===== src/rtl/multicycle_control_fsm_pkg.sv =====
// Shared types and encodings for the multicycle control sequencer: states,
// RV32I opcodes, instruction classes and the datapath select encodings.
package cu_pkg;

  typedef enum logic [2:0] {
    S_FETCH,
    S_DECODE,
    S_EXEC,
    S_MEM,
    S_WB,
    S_TRAP
  } cu_state_t;

  localparam logic [6:0] OP_R      = 7'b0110011;
  localparam logic [6:0] OP_I      = 7'b0010011;
  localparam logic [6:0] OP_LOAD   = 7'b0000011;
  localparam logic [6:0] OP_STORE  = 7'b0100011;
  localparam logic [6:0] OP_BRANCH = 7'b1100011;
  localparam logic [6:0] OP_JAL    = 7'b1101111;
  localparam logic [6:0] OP_JALR   = 7'b1100111;
  localparam logic [6:0] OP_LUI    = 7'b0110111;

  typedef enum logic [3:0] {
    CLS_NOP,
    CLS_R,
    CLS_I,
    CLS_LOAD,
    CLS_STORE,
    CLS_BRANCH,
    CLS_JAL,
    CLS_JALR,
    CLS_LUI
  } instr_class_t;

  localparam logic [1:0] ALU_ADD   = 2'b00;
  localparam logic [1:0] ALU_SUB   = 2'b01;
  localparam logic [1:0] ALU_RTYPE = 2'b10;
  localparam logic [1:0] ALU_ITYPE = 2'b11;

  localparam logic [1:0] WB_ALU = 2'b00;
  localparam logic [1:0] WB_PC4 = 2'b01;
  localparam logic [1:0] WB_MEM = 2'b10;

  localparam logic [1:0] PC_SRC_PC4 = 2'b00;
  localparam logic [1:0] PC_SRC_IMM = 2'b01;
  localparam logic [1:0] PC_SRC_ALU = 2'b10;

  localparam logic [1:0] TRAP_NONE    = 2'b00;
  localparam logic [1:0] TRAP_ILLEGAL = 2'b01;
  localparam logic [1:0] TRAP_IMEM    = 2'b10;
  localparam logic [1:0] TRAP_DMEM    = 2'b11;

  typedef struct packed {
    logic [1:0] intent;
    logic       src_imm;
  } alu_ctrl_t;

  // ALU operation and operand-B select used while a class is in EXEC.
  function automatic alu_ctrl_t alu_ctrl(input instr_class_t cls);
    alu_ctrl_t c;
    c = '{intent: ALU_ADD, src_imm: 1'b0};
    case (cls)
      CLS_R:      c = '{intent: ALU_RTYPE, src_imm: 1'b0};
      CLS_I:      c = '{intent: ALU_ITYPE, src_imm: 1'b1};
      CLS_LOAD,
      CLS_STORE,
      CLS_JALR,
      CLS_LUI:    c = '{intent: ALU_ADD,   src_imm: 1'b1};
      CLS_BRANCH: c = '{intent: ALU_SUB,   src_imm: 1'b0};
      default:    c = '{intent: ALU_ADD,   src_imm: 1'b0};
    endcase
    return c;
  endfunction

endpackage


===== src/rtl/multicycle_control_fsm_opcode_classifier.sv =====
// Combinational RV32I opcode decoder: maps a 7-bit opcode to an instruction
// class and flags opcodes outside the supported set.
module opcode_classifier
  import cu_pkg::*;
(
  input  logic [6:0]   opcode_i,
  output instr_class_t cls_o,
  output logic         illegal_o
);

  // NOTE: every always_comb output gets a default first so no path can infer a latch.
  always_comb begin
    cls_o     = CLS_NOP;
    illegal_o = 1'b0;
    case (opcode_i)
      OP_R:      cls_o = CLS_R;
      OP_I:      cls_o = CLS_I;
      OP_LOAD:   cls_o = CLS_LOAD;
      OP_STORE:  cls_o = CLS_STORE;
      OP_BRANCH: cls_o = CLS_BRANCH;
      OP_JAL:    cls_o = CLS_JAL;
      OP_JALR:   cls_o = CLS_JALR;
      OP_LUI:    cls_o = CLS_LUI;
      default:   illegal_o = 1'b1;
    endcase
  end

endmodule


===== src/rtl/multicycle_control_fsm.sv =====
// Multicycle RV32I control sequencer (FETCH/DECODE/EXEC/MEM/WB/TRAP).
// Define CU_ILLEGAL_TRAP_EN to trap on unlisted opcodes; otherwise they run as NOPs.
module multicycle_control_fsm
  import cu_pkg::*;
#(
  parameter int unsigned WAIT_LIMIT = 16
) (
  input  logic       clk_i,
  input  logic       rst_i,
  input  logic [6:0] opcode_i,
  input  logic       branch_taken_i,
  input  logic       imem_ready_i,
  input  logic       dmem_ready_i,
  output logic       imem_req,
  output logic       ir_write_en,
  output logic       dmem_req,
  output logic       mem_read_en,
  output logic       mem_write_en,
  output logic       reg_write_en,
  output logic [1:0] rd_src_optn,
  output logic [1:0] alu_intent,
  output logic       alu_src_optn,
  output logic       pc_write_en,
  output logic [1:0] pc_src_optn,
  output logic       trap,
  output logic [1:0] trap_cause
);

  localparam int unsigned CNT_W = (WAIT_LIMIT > 0) ? $clog2(WAIT_LIMIT + 1) : 1;
  localparam logic [CNT_W-1:0] CNT_LIMIT = CNT_W'(WAIT_LIMIT);

  cu_state_t    state_q;
  instr_class_t cls_q;
  logic [CNT_W-1:0] cnt_q;
  logic [1:0]   cause_q;

  instr_class_t cls_d;
  logic         illegal_d;
  logic         expired;
  alu_ctrl_t    alu_c;

  opcode_classifier u_classifier (
    .opcode_i  (opcode_i),
    .cls_o     (cls_d),
    .illegal_o (illegal_d)
  );

  assign expired = (WAIT_LIMIT != 0) && (cnt_q == CNT_LIMIT);
  assign alu_c   = alu_ctrl(cls_q);

  // NOTE: sequential state uses non-blocking assignments only, so every register
  // samples the pre-edge values of the others.
  always_ff @(posedge clk_i) begin
    if (rst_i) begin
      state_q <= S_FETCH;
      cls_q   <= CLS_NOP;
      cnt_q   <= '0;
      cause_q <= TRAP_NONE;
    end else begin
      case (state_q)
        S_FETCH: begin
          if (imem_ready_i) begin
            state_q <= S_DECODE;
            cnt_q   <= '0;
          end else if (expired) begin
            state_q <= S_TRAP;
            cause_q <= TRAP_IMEM;
          end else begin
            cnt_q <= cnt_q + CNT_W'(1);
          end
        end
        S_DECODE: begin
`ifdef CU_ILLEGAL_TRAP_EN
          cls_q <= cls_d;
          if (illegal_d) begin
            state_q <= S_TRAP;
            cause_q <= TRAP_ILLEGAL;
          end else begin
            state_q <= S_EXEC;
          end
`else
          cls_q   <= illegal_d ? CLS_NOP : cls_d;
          state_q <= S_EXEC;
`endif
        end
        S_EXEC: begin
          cnt_q <= '0;
          if (cls_q == CLS_BRANCH) begin
            state_q <= S_FETCH;
          end else if (cls_q == CLS_LOAD || cls_q == CLS_STORE) begin
            state_q <= S_MEM;
          end else begin
            state_q <= S_WB;
          end
        end
        S_MEM: begin
          if (dmem_ready_i) begin
            state_q <= (cls_q == CLS_LOAD) ? S_WB : S_FETCH;
            cnt_q   <= '0;
          end else if (expired) begin
            state_q <= S_TRAP;
            cause_q <= TRAP_DMEM;
          end else begin
            cnt_q <= cnt_q + CNT_W'(1);
          end
        end
        S_WB: begin
          state_q <= S_FETCH;
          cnt_q   <= '0;
        end
        S_TRAP:  state_q <= S_TRAP;
        default: state_q <= S_FETCH;
      endcase
    end
  end

  // Outputs are forced low in the reset cycle so an abandoned instruction
  // cannot commit a register, PC or memory side effect.
  always_comb begin
    imem_req     = 1'b0;
    ir_write_en  = 1'b0;
    dmem_req     = 1'b0;
    mem_read_en  = 1'b0;
    mem_write_en = 1'b0;
    reg_write_en = 1'b0;
    rd_src_optn  = WB_ALU;
    alu_intent   = ALU_ADD;
    alu_src_optn = 1'b0;
    pc_write_en  = 1'b0;
    pc_src_optn  = PC_SRC_PC4;
    trap         = 1'b0;
    trap_cause   = TRAP_NONE;
    if (!rst_i) begin
      case (state_q)
        S_FETCH: begin
          imem_req    = 1'b1;
          ir_write_en = imem_ready_i;
        end
        S_EXEC: begin
          alu_intent   = alu_c.intent;
          alu_src_optn = alu_c.src_imm;
          if (cls_q == CLS_BRANCH) begin
            pc_write_en = 1'b1;
            pc_src_optn = branch_taken_i ? PC_SRC_IMM : PC_SRC_PC4;
          end
        end
        S_MEM: begin
          dmem_req     = 1'b1;
          mem_read_en  = (cls_q == CLS_LOAD);
          mem_write_en = (cls_q == CLS_STORE);
          pc_write_en  = (cls_q == CLS_STORE) && dmem_ready_i;
        end
        S_WB: begin
          reg_write_en = (cls_q != CLS_NOP);
          pc_write_en  = 1'b1;
          case (cls_q)
            CLS_LOAD: rd_src_optn = WB_MEM;
            CLS_JAL,
            CLS_JALR: rd_src_optn = WB_PC4;
            default:  rd_src_optn = WB_ALU;
          endcase
          case (cls_q)
            CLS_JAL:  pc_src_optn = PC_SRC_IMM;
            CLS_JALR: pc_src_optn = PC_SRC_ALU;
            default:  pc_src_optn = PC_SRC_PC4;
          endcase
        end
        S_TRAP: begin
          trap       = 1'b1;
          trap_cause = cause_q;
        end
        default: ;
      endcase
    end
  end

endmodule


===== config.mk =====
export PLATFORM = sky130hd
export DESIGN_NAME = multicycle_control_fsm
export DESIGN_NICKNAME = d
export VERILOG_FILES = /design/src/rtl/multicycle_control_fsm_pkg.sv /design/src/rtl/multicycle_control_fsm_opcode_classifier.sv /design/src/rtl/multicycle_control_fsm.sv
export SDC_FILE = /design/constraint.sdc
export NUM_CORES = 1
export LEC_CHECK = 0
export CORE_MARGIN = 2
export CORE_UTILIZATION = 48
export DETAILED_ROUTE_END_ITERATION = 10
export GPL_TIMING_DRIVEN = 1
export HOLD_SLACK_MARGIN = 0.06
export PLACE_DENSITY = 0.8
export SETUP_SLACK_MARGIN = 0.02
export SLEW_MARGIN = 30
export SYNTH_ARGS = -nofsm -noshare
export SYNTH_HDL_FRONTEND = slang
export SYNTH_SLANG_ARGS = --single-unit
export TNS_END_PERCENT = 5

===== constraint.sdc =====
create_clock -name clk_i -period 2.13 [get_ports clk_i]
set_input_delay 0.3195 -clock clk_i [delete_from_list [all_inputs] [get_ports clk_i]]
set_output_delay 0.3195 -clock clk_i [all_outputs]
set_load 0.05 [all_outputs]

==> qor.tcl <==
set qor(nFillCells) 157
set qor(drt_first_iter_violations) 42
set qor(place_inst) 210
set qor(worst_clock_skew_ps) 9.747
set qor(multiInputGateArea_um2) 793.3
set qor(cts_root_buffer) {sky130_fd_sc_hd__clkbuf_4}
set qor(floorplan.initialDensity) 0.5045
set qor(slew_violations) 0
set qor(yosys_register_bits) 14
set qor(run_status) {finished clean}
set qor(period_needed_ps) 2096
set qor(post_synth_edffs) 0
set qor(rsz0062_at_grt) {true}
set qor(final_cell_count_no_fill) 214
set qor(cell_leakage_power_uw) 0.0006662
set qor(cap_violations) 0
set qor(ys_async_sr_fraction) 0
set qor(post_route_cell_area_um2) 1724
set qor(synth-xor-area-share) 0.01570
set qor(antenna_found_initial) 0
set qor(max_stage_delay_ps) 450
set qor(timing_worst_setup_path_type) {flop to primary output}
set qor(floorplan.rows) 17
set qor(place_area_um2) 1662
set qor(globalRoute.totalOverflow) 0
set qor(gp_routability_congestion) 0.8326
set qor(synth_top_flop_cell) {sky130_fd_sc_hd__dfxtp_1}
set qor(pin_count) 29
set qor(cts.clk_slew.worst_paths_ps) 90
set qor(detailedPlacementHpwl_um) 2465
set qor(setup-violations-final) 0
set qor(synthesized_area_fraction_occupied_by_ao_oa_aoi_and_oai_cells) 0.2052
set qor(finish.utilization) 0.7794
set qor(first_global_vias) 1258
set qor(antenna_violating_nets_post_route) 0
set qor(timing.critical_path.cells) {or3b_1 > and3b_1 > a211oi_2 > buf_12}
set qor(power.ir.vdd_worst_mv) 0.3294
set qor(cts_post_setup_buffers_inserted) 0
set qor(timing_hold_violations_final) 0
set qor(whs_ps) 494.3
set qor(die_x_um) 52.22
set qor(timing.critical_path.slowest_stage_cell) {sky130_fd_sc_hd__or3b_1}
set qor(via_count) 1285
set qor(timing.setup.tns_ps) 0
set qor(timing.hold.worst.class) {flop to flop}
set qor(max_clock_freq_mhz) 477.1
set qor(antennaDiodeCount) 0
set qor(synth_fp_nets) 167
set qor(drt-vias-per-instance) 6.005
set qor(ys_seq_area_frac) 0.2511
set qor(grt_pass1_wl_um) 5457
set qor(grt_max_degree) 19
set qor(mostFrequentLayoutCells) {sky130_fd_sc_hd__buf_12, sky130_fd_sc_hd__nor2_1, sky130_fd_sc_hd__nand2_1}
set qor(crit_required_ps) 1810
set qor(post_synth_inst_count) 153
set qor(latest_clock_arrival_within_the_worst_skew_pair_ps) 290
set qor(route.detailed.drc) 0
set qor(final_common_cell) {sky130_fd_sc_hd__buf_12}
set qor(layout_nets) 201
set qor(tritoncts) {done}
set qor(drt_wl_total_um) 3220
set qor(die-area_um2) 2727
set qor(synth_cell_type_count) 45
set qor(slew-limit-headroom) 0.6656
set qor(avgSynthCellArea_um2) 7.295
set qor(finalCritPeriodShare) 0.9840
set qor(power.density_nw_per_um2) 377.1
set qor(type_of_destination_of_the_critical_path) {primary output}
set qor(cpLargestDelayFamily) {simple AND/OR/NAND/NOR gates}
set qor(fp.coreArea_um2) 2212
set qor(post_synth_mux_area_share) 0.03700
set qor(groute.usage.overall) 0.2626
set qor(clock_path_buffers) 2
set qor(post_synth_fa_ha_maj_area_fraction) 0.02242
set qor(cts.sinks) 14
set qor(worst_setup_path_start_kind) {flop}
set qor(crit_fanout) 9
set qor(clock_tree.htree_level_count) 1
set qor(timing.critical_path.buf_inv) 1
set qor(area_delta_synth_final_pct) 54.48
set qor(synth_top_family_by_area) {simple AND/OR/NAND/NOR gates}
set qor(yosysWarningCount) 0
set qor(avgRoutedWirePerCell_um) 15.05
set qor(post_route_cells_drive_above_1_share) 0.2688
set qor(port_buffers) 28
set qor(netlist_area_um2) 1116
set qor(max_slew.worst_pin.slew_ps) 494.9
set qor(floorplan.die.height_um) 52.22
set qor(worst_ep_arrival_time_ps) 1780
set qor(yosys.area_share.simple) 0.3946
set qor(inserted_clock_buffers) 3
set qor(sequential_cell_area_in_the_final_layout_um2) 285.3
set qor(drt_pre_antenna_iters) 4
[per-layer routing]
| metal | part of all wire | global-route usage |
|---|---|---|
| met5 | 0 | 0 |
| met1 | 0.42 | 0.2926 |
| met2 | 0.51 | 0.4852 |
| met4 | 0.016 | 0.1197 |
| met3 | 0.053 | 0.04000 |
[through the flow]
step	setup slack [ps]	total power (uW)
floorplan	-469.8	381.7
global placement	121.8	442.1
detailed placement	48.92	452.3
CTS	14.31	642.2
global route	-20.13	680.8
finish	33.98	650.1
[power by group]
group | internal [uW] | total, uW | switching [uW]
registers | 270 | 283 | 13.1
clock network | 104 | 198 | 93.7
logic | 81.8 | 169 | 87.4
[final cells by class]
class | instances | area share
multi-input combinational | 120 | 0.4601
tap | 28 | 0.02032
clock buffer | 4 | 0.02105
inverter | 8 | 0.01742
sequential | 14 | 0.1655
timing repair buffer | 40 | 0.3157
[cells by family after synthesis]
kind of cell,Yosys count
AND/OR/NAND/NOR,79
AO/OA/AOI/OAI,33
buffers and inverters,19
flip-flops,14
multiplexers,4
XOR/XNOR,2
adder cells (fa/ha/maj),2
[cell usage after synthesis, types with 2 or more instances]
library cell                 n  area [um^2]
sky130_fd_sc_hd__a21oi_1     9        45.04
sky130_fd_sc_hd__ha_1        2        25.02
sky130_fd_sc_hd__clkbuf_1    6        22.52
sky130_fd_sc_hd__and3b_1     2        17.52
sky130_fd_sc_hd__nand2b_1    2        12.51
sky130_fd_sc_hd__and2_1      4        25.02
sky130_fd_sc_hd__xnor2_1     2        17.52
sky130_fd_sc_hd__nor2b_1     5        31.28
sky130_fd_sc_hd__nor4_1      7        43.79
sky130_fd_sc_hd__o21ai_0     5        25.02
sky130_fd_sc_hd__o211a_1     2        20.02
sky130_fd_sc_hd__a22oi_1     2        15.01
sky130_fd_sc_hd__nor4bb_1    2        20.02
sky130_fd_sc_hd__nor2_1     17        63.81
sky130_fd_sc_hd__a2111oi_0   2        17.52
sky130_fd_sc_hd__nand3b_1    4        30.03
sky130_fd_sc_hd__nor3_1      8        40.04
sky130_fd_sc_hd__nand2_1    12        45.04
sky130_fd_sc_hd__or3_1       3        18.77
sky130_fd_sc_hd__a31oi_1     3        18.77
sky130_fd_sc_hd__dfxtp_1    14        280.3
sky130_fd_sc_hd__or3b_1      2        17.52
sky130_fd_sc_hd__buf_2       3        15.01
sky130_fd_sc_hd__or2_2       3        18.77
sky130_fd_sc_hd__inv_1       8        30.03
sky130_fd_sc_hd__mux2i_1     3        30.03
sky130_fd_sc_hd__nand3_1     3        15.01
[sequential cells by signal (all words and copies together) (netlist names)]
register,flops
cause_q,2
cls_q,4
cnt_q,5
state_q,3
[final timing paths]
kind              slack [ps]  cells past startpoint               startpoint                      end
setup / recovery          30                      4    cls_q[1]$_SDFFE_PP0P_             alu_src_optn
hold / removal           490                      2  cause_q[1]$_SDFFE_PP0P_  cause_q[1]$_SDFFE_PP0P_
setup reg to reg         430                      6    cnt_q[0]$_SDFFE_PP0P_  cause_q[0]$_SDFFE_PP0P_
hold reg to reg          490                      2  cause_q[1]$_SDFFE_PP0P_  cause_q[1]$_SDFFE_PP0P_
[repair_timing]
action / 4_1_cts / 5_1_grt
setup endpoints to repair: 1 / 9
hold buffers: 0 / 0
pin swaps: 0 / 2
resized for setup: 3 / 6
[worst reg2reg max path, cell delays in order (launching register included)]
cell,delay (ps)
sky130_fd_sc_hd__dfxtp_1,350
sky130_fd_sc_hd__inv_1,80
sky130_fd_sc_hd__ha_1,180
sky130_fd_sc_hd__or4bb_1,490
sky130_fd_sc_hd__a211oi_2,230
sky130_fd_sc_hd__mux2i_1,210
sky130_fd_sc_hd__nor2_1,50
No activity file was read; power rests on OpenSTA's default activity.
